$ cat src/rtl/conv_pkg.sv
// rtl/conv_pkg.sv - shared pixel/lane definitions for the conv datapath
// Lane k of a packed row sits at [k*DATA_WIDTH +: DATA_WIDTH], lane 0 = leftmost column.
package conv_pkg;

  localparam int DATA_WIDTH = 8;
  localparam int F          = 3;

  typedef logic signed [DATA_WIDTH-1:0] pixel_t;
  typedef logic [F*DATA_WIDTH-1:0]      row_t;

  function automatic pixel_t row_lane(input row_t row, input int k);
    return pixel_t'(row[k*DATA_WIDTH +: DATA_WIDTH]);
  endfunction

  function automatic row_t row_pack(input pixel_t l0, input pixel_t l1, input pixel_t l2);
    return {l2, l1, l0};
  endfunction

endpackage

$ cat src/rtl/conv_line_buffer.sv
// rtl/conv_line_buffer.sv - DEPTH-deep circular delay line, read-before-write
// dout_o is the sample written DEPTH enables ago; storage is never cleared.
module conv_line_buffer #(
  parameter int DATA_WIDTH = conv_pkg::DATA_WIDTH,
  parameter int DEPTH      = 28
) (
  input  logic                  clk,
  input  logic                  reset,
  input  logic                  en_i,
  input  logic [DATA_WIDTH-1:0] din_i,
  output logic [DATA_WIDTH-1:0] dout_o
);

  localparam int PW = (DEPTH > 1) ? $clog2(DEPTH) : 1;

  logic [DATA_WIDTH-1:0] mem_q [DEPTH];
  logic [PW-1:0]         ptr_q, ptr_d;

  assign dout_o = mem_q[ptr_q];
  assign ptr_d  = (ptr_q == PW'(DEPTH-1)) ? '0 : ptr_q + PW'(1);

  always_ff @(posedge clk or posedge reset) begin
    if (reset) begin
      ptr_q <= '0;
    end else if (en_i) begin
      ptr_q <= ptr_d;
    end
  end

  always_ff @(posedge clk) begin
    if (en_i) begin
      mem_q[ptr_q] <= din_i;
    end
  end

endmodule

$ cat src/rtl/conv_window_buffer.sv
// rtl/conv_window_buffer.sv - raster pixel stream to 3x3 windows, 1-deep held output
// Optional out_last port enabled by macro CONV_WIN_LAST_EN.
module conv_window_buffer #(
  parameter int DATA_WIDTH = conv_pkg::DATA_WIDTH,
  parameter int IMG_W      = 28,
  parameter int IMG_H      = 28,
  parameter int F          = conv_pkg::F
) (
  input  logic                    clk,
  input  logic                    reset,
  input  logic                    in_valid,
  output logic                    in_ready,
  input  logic [DATA_WIDTH-1:0]   in_pixel,
  output logic                    out_valid,
  input  logic                    out_ready,
  output logic [F*DATA_WIDTH-1:0] out_row0,
  output logic [F*DATA_WIDTH-1:0] out_row1,
`ifdef CONV_WIN_LAST_EN
  output logic [F*DATA_WIDTH-1:0] out_row2,
  output logic                    out_last
`else
  output logic [F*DATA_WIDTH-1:0] out_row2
`endif
);

  localparam int CW = (IMG_W > 1) ? $clog2(IMG_W) : 1;
  localparam int RW = (IMG_H > 1) ? $clog2(IMG_H) : 1;

  logic [CW-1:0]         col_q, col_d;
  logic [RW-1:0]         row_q, row_d;
  logic [DATA_WIDTH-1:0] win0_q [F];
  logic [DATA_WIDTH-1:0] win1_q [F];
  logic [DATA_WIDTH-1:0] win2_q [F];
  logic [DATA_WIDTH-1:0] win0_d [F];
  logic [DATA_WIDTH-1:0] win1_d [F];
  logic [DATA_WIDTH-1:0] win2_d [F];
  logic                  out_valid_q, out_valid_d;
  logic                  accept, win_done;
  logic [DATA_WIDTH-1:0] lb1_dout, lb2_dout;

  assign in_ready = !out_valid_q || out_ready;
  assign accept   = in_valid && in_ready;
  // Counters gate window validity, so stale line-buffer contents never reach a valid window.
  assign win_done = (row_q >= RW'(2)) && (col_q >= CW'(2));

  conv_line_buffer #(.DATA_WIDTH(DATA_WIDTH), .DEPTH(IMG_W)) u_lb_r1 (
    .clk(clk), .reset(reset), .en_i(accept), .din_i(in_pixel), .dout_o(lb1_dout)
  );

  conv_line_buffer #(.DATA_WIDTH(DATA_WIDTH), .DEPTH(IMG_W)) u_lb_r2 (
    .clk(clk), .reset(reset), .en_i(accept), .din_i(lb1_dout), .dout_o(lb2_dout)
  );

  always_comb begin
    col_d       = col_q;
    row_d       = row_q;
    win0_d      = win0_q;
    win1_d      = win1_q;
    win2_d      = win2_q;
    out_valid_d = out_valid_q;
    if (accept) begin
      if (col_q == CW'(IMG_W-1)) begin
        col_d = '0;
        row_d = (row_q == RW'(IMG_H-1)) ? '0 : row_q + RW'(1);
      end else begin
        col_d = col_q + CW'(1);
      end
      for (int k = 0; k < F-1; k++) begin
        win0_d[k] = win0_q[k+1];
        win1_d[k] = win1_q[k+1];
        win2_d[k] = win2_q[k+1];
      end
      win0_d[F-1] = in_pixel;
      win1_d[F-1] = lb1_dout;
      win2_d[F-1] = lb2_dout;
      out_valid_d = win_done;
    end else if (out_ready) begin
      out_valid_d = 1'b0;
    end
  end

  always_ff @(posedge clk or posedge reset) begin
    if (reset) begin
      col_q       <= '0;
      row_q       <= '0;
      out_valid_q <= 1'b0;
      for (int k = 0; k < F; k++) begin
        win0_q[k] <= '0;
        win1_q[k] <= '0;
        win2_q[k] <= '0;
      end
    end else begin
      col_q       <= col_d;
      row_q       <= row_d;
      out_valid_q <= out_valid_d;
      win0_q      <= win0_d;
      win1_q      <= win1_d;
      win2_q      <= win2_d;
    end
  end

  assign out_valid = out_valid_q;

  for (genvar k = 0; k < F; k++) begin : g_lane
    assign out_row0[k*DATA_WIDTH +: DATA_WIDTH] = win0_q[k];
    assign out_row1[k*DATA_WIDTH +: DATA_WIDTH] = win1_q[k];
    assign out_row2[k*DATA_WIDTH +: DATA_WIDTH] = win2_q[k];
  end

`ifdef CONV_WIN_LAST_EN
  logic last_q, last_d;

  always_comb begin
    last_d = last_q;
    if (accept) begin
      last_d = win_done && (row_q == RW'(IMG_H-1)) && (col_q == CW'(IMG_W-1));
    end else if (out_ready) begin
      last_d = 1'b0;
    end
  end

  always_ff @(posedge clk or posedge reset) begin
    if (reset) begin
      last_q <= 1'b0;
    end else begin
      last_q <= last_d;
    end
  end

  assign out_last = last_q;
`endif

endmodule
$ cat config.mk
export PLATFORM = sky130hd
export DESIGN_NAME = conv_window_buffer
export DESIGN_NICKNAME = d
export VERILOG_FILES = /design/src/rtl/conv_pkg.sv /design/src/rtl/conv_line_buffer.sv /design/src/rtl/conv_window_buffer.sv
export SDC_FILE = /design/constraint.sdc
export NUM_CORES = 1
export LEC_CHECK = 0
export CAP_MARGIN = 20
export CORE_MARGIN = 8
export CORE_UTILIZATION = 40
export DETAILED_ROUTE_END_ITERATION = 7
export PLACE_DENSITY = 0.66
export SLEW_MARGIN = 25
export SYNTH_ARGS = -nofsm -noshare
export SYNTH_HDL_FRONTEND = slang
export SYNTH_SLANG_ARGS = --single-unit
$ cat constraint.sdc
create_clock -name clk -period 3.6 [get_ports clk]
set_input_delay 0.36 -clock clk [delete_from_list [all_inputs] [get_ports clk]]
set_output_delay 0.36 -clock clk [all_outputs]
set_load 0.01 [all_outputs]
Word level (Yosys, flattened, before mapping):

Memory sizes are Yosys's and may differ from the RTL's. A register that Yosys moved wholly into a read port is not among the register bits.
Index checks and enable logic that the tools add are counted.

* add/sub/neg operators: 4
* magnitude comparators: 2
* equal/unequal tests: 4
* mux-type cells: 8
* reductions and logical operators: 6

Operators by type and width (number)
* $add 5x1->5 const B: 4
* $eq 5x5->1 const B: 4
* $mux 5: 4
* $ge 5x2->1 const B: 2
* $mux 1: 4
* $logic_and 1x1->1: 2
* $reduce_and 2->1: 1
* $reduce_bool 2->1: 1
* $logic_not 1->1: 1
* $logic_or 1x1->1: 1

* register bits after elaboration: 85
* RAM bits: 448
* input port bits: 12
* output and inout port bits: 74
* word-level logic and storage cells: 39
* memories kept: 2

Memories
* u_lb_r1.mem_q: words 28, bits a word 8, rd ports 1, clocked after Yosys merged registers in 0, wr ports 1, line conv_line_buffer.sv:16 `logic [DATA_WIDTH-1:0] mem_q [DEPTH];`
* u_lb_r2.mem_q: words 28, bits a word 8, rd ports 1, clocked after Yosys merged registers in 1, wr ports 1, line conv_line_buffer.sv:16

Depth between registers and ports, before layout:

Gate-level depths: netlist of the first run.

* depth in word-level cells: 5
* mapped depth: 8
* gate-level depth less buffers: 5

Hierarchy:

Synthesis of the first run repeated with hierarchy kept, for this count alone.

* cells, all modules: 1202
* area, all modules: 21723.3 um2

By module, submodules not included
* conv_line_buffer: instances 2, cells an instance 493, area each 9112.5 um2, seq. area each 6851.6 um2
* conv_window_buffer: instances 1, cells an instance 216, area each 3498.4 um2, seq. area each 2077.0 um2

Worst setup path before layout of the first run:

OpenSTA, ideal clock, no wires.

* path kind: register -> register
* start: register u_lb_r1.ptr_q[0]
* end: memory u_lb_r2.mem_q[0][4] (data pin)
* library setup time: 428 ps
* arrival time: 1925 ps
* required time: 3172 ps
* setup slack: 1247 ps
* stages on the path, launching flop included: 7
* buffers on the path: 2
* period minus slack after synthesis: 2353 ps
* path through: dfrtp_1 > buf_6 > buf_12 > mux4_1 > mux2_2 > nand2_1 > nand3_1

* longest elaborated chain between the ends: 1

Ends and longest elaborated chain
* start: declaration: line conv_line_buffer.sv:17 `logic [PW-1:0] ptr_q, ptr_d;`
* start signal: assignment: line conv_line_buffer.sv:26 `ptr_q <= ptr_d;`
* $mem_v2 28x8
* via lb1_dout[4]: line conv_window_buffer.sv:39 `logic [DATA_WIDTH-1:0] lb1_dout, lb2_dout;`
* end: declaration: line conv_line_buffer.sv:16

The timed path passes the listed nets, and every way through them passes these cells.

Final worst setup path of the first run:

* start: register u_lb_r1.ptr_q[0]
* end: memory u_lb_r2.mem_q[9][5] (data pin)

The elaborated chain is that of the path after synthesis.

==> results.ini, run 1 <==
[run_status]
status=completed

[placed_design]
placed_area_um2=23400
hpwl_um=32900
port_buffers=85
place_congestion=0.878

[clocking]
clock_latency_ns=0.59
clock_sinks=541
cts_tree=built
cts_buffer_depth=3
hold_buffers=0
numCtsBuffers=54
cts.repair.resized=0
clk_pin_slew_worst_paths_ns=0.06
cts_setup_buffers=0
root_buffer=clkbuf_16
htree_num_levels=2

[grt]
grt_pass1_wl_um=76800
grt_max_degree=55
antenna_found_initial=1
grt_pass1_vias=12284
grt_remaining_overflow=0
grtUsageTotal_pct=16.0

[floorplanning]
die_w_um=249
dieArea_um2=61900
std_cell_rows=85
io_pins=86
start_util_pct=40.4
core_area_um2=53700
die_y_um=249

[timing]
whs_ns=0.263
setup_tns_ns=0
fin_crit_sh_pct=80.4
finalHoldViolations=0
max_freq_mhz=346
tightest_slew_ns=0.918
clock_skew_ns=0.0205
rsz0062_at_grt=false
drv_slew=0
final-setup-viol-count=0
layout_min_cycle_time_ns=2.89
max-slew-margin-rel_pct=38.6

[synthesis]
ys_ff_latch=541
synthCells=1324
avgSynthCellArea_um2=16.4
synth_area_leader_cell=edfxtp_1
seq_area_frac_synth_pct=72.7
yosysUniqueCellTypes=65
synth_edf_count=448
synth_top_area_share_pct=62.0
synth_area_um2=21700
yosys_warnings=0
synth_fp_nets=1348
synth_area_leaders=edfxtp_1 (62%), dfrtp_1 (11%), mux4_2 (4.3%)
ys.flop_type=edfxtp_1
synthArstFlopShare_pct=17.2

[critical_path]
path_max_fanout=32
r2r_end=u_lb_r2.mem_q[9][5]
reg2reg_setup_slack_ns=0.71
r2r_cells=6
start_kind=register
r2r-start=u_lb_r1.ptr_q[0]
crit_type=reg -> reg
end_kind=register
required_ns=3.89
crit_arrival_ns=3.18

[detailed_routing]
routed_wirelength_um=50900
via_per_inst=5.55
first_pass_iters=5
initialDrtViolationCount=1215
vias=12163
drcViolationCount=0
postRouteAntennaNets=0
wl_per_cell_um=23.2

[worst_hold_path]
worstHoldPathType=in -> async

[finish]
design_area_um2=25100
layout.nets=1474
fillers=4534
syn_to_final_growth_pct=15.6
final_util_pct=46.7
drive_above_1_share_pct=14.4

[job]
maxCapViolCount=0

[power_and_ir_drop]
leakage_uw=0.00892
power.density_nw_per_um2=841
peakVddDrop_mv=0.507

[worst max path at each step]
stage	from	end	cells past startpoint
after floorplan	reset	col_q[0]	1
after global placement	u_lb_r1.ptr_q[0]	u_lb_r2.mem_q[2][5]	6
after detailed placement	u_lb_r1.ptr_q[0]	u_lb_r2.mem_q[1][5]	6
after CTS	u_lb_r1.ptr_q[0]	u_lb_r2.mem_q[9][5]	6
after global routing	u_lb_r1.ptr_q[0]	u_lb_r2.mem_q[7][3]	7
final	u_lb_r1.ptr_q[0]	u_lb_r2.mem_q[9][5]	6
[layer usage]
| layer | GRT usage (%) | routed length (um) |
|---|---|---|
| met5 | 0 | 13 |
| met4 | 5.37 | 1610 |
| met3 | 3.96 | 4090 |
| met2 | 25.0 | 23100 |
| met1 | 21.9 | 22000 |
[layout make-up]
type	count	area, um^2	area share (%)
Timing Repair Buffer	142	1310	5.24
Antenna cell	1	2.50	0.00998
Multi-Input combinational cell	698	5410	21.6
Inverter	13	51.3	0.205
Clock inverter	25	160	0.639
Sequential cell	541	15800	63.0
Clock buffer	76	1480	5.88
Tap cell	696	871	3.47
[where the power goes]
| group | internal, uW | switching [uW] |
|---|---|---|
| Sequential | 8580 | 864 |
| Clock | 2930 | 2320 |
| Combinational | 2530 | 3850 |
[critical path: stages, from the launching register on]
cell	delay, ns
dfrtp_4	0.78
buf_12	0.31
mux2i_1	0.26
o22ai_1	0.18
nor4_1	0.61
nand3_1	0.16
buf_4	0.27
[through the flow]
stage | instances | power, uW | worst slack, ns
global route | 2191 | 22000 | 0.598
detailed placement | 2090 | 15900 | 0.746
floorplan | 1324 | 13200 | 0.820
finish | 2192 | 21100 | 0.707
global placement | 2090 | 15800 | 0.773
CTS | 2191 | 21200 | 0.727
[state kept, by name, indices dropped and copies added, names as in the netlist]
name / count
out_row2: 24
out_valid: 1
col_q: 5
u_lb_r1.mem_q: 224
u_lb_r2.ptr_q: 5
out_row0: 24
row_q: 5
out_row1: 24
u_lb_r1.ptr_q: 5
u_lb_r2.mem_q: 224
[synthesized netlist by cell type (all sizes together) (5+ instances only)]
cell type  instances
mux4              59
o22ai             31
a22oi             12
nand3             26
a211oi             6
edfxtp           448
and2               8
clkbuf            23
and3              18
ha                12
buf               49
inv               12
a221oi             6
nor2b             11
a21oi              5
dfrtp             93
nand2            204
a31oi             18
mux2i             92
o21ai             18
mux2              22
nor3              12
nor2              68
a211o              5
[placed cells by master, fill, tap and decap left out, drive strengths merged, types with 15 or more instances in the layout]
| cell type | instances |
|---|---|
| edfxtp | 448 |
| dfrtp | 93 |
| clkbuf | 76 |
| clkinv | 20 |
| and3 | 18 |
| buf | 60 |
| mux4 | 59 |
| mux2i | 92 |
| a31oi | 18 |
| nand3 | 26 |
| nor2 | 68 |
| o21ai | 18 |
| nand2 | 204 |
| clkdlybuf4s50 | 82 |
| mux2 | 22 |
| inv | 15 |
| o22ai | 31 |
[logic make-up after synthesis]
group | synth area share (%)
flip-flops | 72.7
AO/OA/AOI/OAI | 4.38
buffers and inverters | 2.38
multiplexers | 11.8
adder cells (fa/ha/maj) | 0.692
AND/OR/NAND/NOR | 7.97
Note: power is estimated with default switching activity, not from simulation.
==> inputs of run 2 (changes only) <==
==> constraint.sdc (replaced) <==
create_clock -name clk -period 2.8 [get_ports clk]
set_input_delay 0.28 -clock clk [delete_from_list [all_inputs] [get_ports clk]]
set_output_delay 0.28 -clock clk [all_outputs]
set_load 0.01 [all_outputs]
==> run 2 against run 1 <==
Wire length down 1.6%. Clock skew up 0.0059 ns. Fmax up 11%. Hold slack better by 0.21 ns. First-iteration DRC count down 13%. Non-clock buffer count up 55. Clock power up 31%. Sequential share of layout area down 1.3 points. Utilization up 0.97 points. Largest cell class unchanged.
==> results.ini, run 2 (synthesis results as in run 1) <==
[job]
maxCapViolCount=0

[placed_design]
port_buffers=85
hpwl_um=33200
place_congestion=0.826

[grt]
grt_pass1_wl_um=75800
grt_max_degree=41
antenna_found_initial=0
grtUsageTotal_pct=15.8
grt_pass1_vias=12144
grt_remaining_overflow=0

[finish]
final_util_pct=47.7
top_regs=u_lb_r1.mem_q x224, u_lb_r2.mem_q x224
layout.nets=1529
syn_to_final_growth_pct=18.0
drive_above_1_share_pct=16.9
layout_common_cells=edfxtp_1 (448), nand2_1 (203), buf_4 (103)
diodes=0
final_common_cell=edfxtp_1

[detailed_routing]
via_per_inst=5.40
initialDrtViolationCount=1061
first_pass_iters=7
wl_per_cell_um=22.3
vias=12106
drcViolationCount=0
postRouteAntennaNets=0
routed_wirelength_um=50000

[timing]
setup_tns_ns=0
rsz0062_at_grt=false
fin_crit_sh_pct=93.0
clock_skew_ns=0.0264
tightest_slew_ns=0.656
finalHoldViolations=0
max-slew-margin-rel_pct=56.3
drv_slew=0
max_freq_mhz=384
layout_min_cycle_time_ns=2.60
final-setup-viol-count=0

[critical_path]
start_kind=register
crit_chain=buf_12, mux4_2, a221oi_2, nand3_1, buf_4
slowest_delay_ns=0.66
end_kind=register
r2r_cells=5
slowest_stage=dfrtp_4
crit_arrival_ns=2.91
reg2reg_setup_slack_ns=0.20
crit_type=reg -> reg
crit_path_start=u_lb_r1.ptr_q[0]
required_ns=3.10
path_max_fanout=30
r2r_end=u_lb_r2.mem_q[25][0]
r2r-start=u_lb_r1.ptr_q[0]

[worst_hold_path]
worstHoldPathType=reg -> reg
holdPathEnd=out_row2[6]
hold_depth=2
hold_start=out_row2[6]

[clocking]
htree_num_levels=2
clock_latency_ns=0.60
cts_setup_buffers=0
cts_buffer_depth=3
root_buffer=clkbuf_16
clock_sinks=541
numCtsBuffers=54
clk_pin_slew_worst_paths_ns=0.06
cts_tree=built

[power_and_ir_drop]
power.density_nw_per_um2=1080
peakVddDrop_mv=0.637
power_uw=27600
leakage_uw=0.00925

[run_status]
status=completed

[floorplanning]
start_util_pct=40.4
io_pins=86
std_cell_rows=85
die_w_um=249
die_y_um=249
core_area_um2=53700
dieArea_um2=61900

## run 2: cell types whose count changed in the layout (fill, tap and decap cells not counted), sizes merged, moves of 2 or more
cell           delta
clkdlybuf4s50     +3
bufinv            +2
clkbuf            -8
clkinv            +5
buf              +51
clkinvlp          -2
## run 2: how the worst max path moves through the flow
stage                                end  slack (ns)  cells after the start
detailed placement   u_lb_r2.mem_q[6][4]        0.21                      5
finish              u_lb_r2.mem_q[25][0]        0.20                      5
floorplan                       col_q[0]         0.1                      1
global placement     u_lb_r2.mem_q[4][4]        0.23                      5
CTS                  u_lb_r2.mem_q[6][4]        0.18                      5
global route        u_lb_r2.mem_q[25][4]        0.07                      5
## run 2: worst max-delay path, delay by kind of cell, from the launching register on
family / cells / cell delay (ns)
buf+inv: 2 / 0.55
mux: 1 / 0.55
simple gates: 1 / 0.18
flops: 1 / 0.66
compound gates: 1 / 0.35
## run 2: per-stage QoR
| stage | std cells | worst slack, ns | instance area [um^2] | hold slack (ns) |
|---|---|---|---|---|
| 6_report | 2243 | 0.196 | 25600 | 0.473 |
| 5_1_grt | 2243 | 0.0747 | 25600 | 0.484 |
| 4_1_cts | 2243 | 0.183 | 25600 | 0.453 |
| 3_5_place_dp | 2144 | 0.208 | 23900 | 0.461 |
| 3_3_place_gp | 2144 | 0.233 | 23900 | 0.460 |
| 2_1_floorplan | 1324 | 0.0997 | 21700 | 0.379 |
## run 2: routing by layer
layer  vias to the layer above  GRT usage [%]  share of wire, %
li1                       5464              -                 -
met1                      6162           21.4                44
met2                       394           25.2                47
met3                        86           3.55               6.3
met4                         0           5.01               2.9
met5                         -              0                 0
## run 2: cell type report
class | instances | area [um^2]
inverters | 13 | 51.3
well taps | 696 | 871
fillers | 4447 | 28100
multi-input cells | 698 | 5400
clock buffers | 68 | 1460
flip-flops and latches | 541 | 15800
clock inverters | 30 | 234
repair buffers | 197 | 1790
## run 2: power breakdown
group	internal (uW)	switching [uW]	leakage, uW
combinational	3680	5060	0.00324
clock	3950	2960	0.000831
sequential	11000	939	0.00518
total	18600	8950	0.00925
## run 2: timing repair
action | CTS | global route
hold endpoints to repair | 16 | 0
hold buffers | 1 | 0
gates resized for setup | 0 | 0
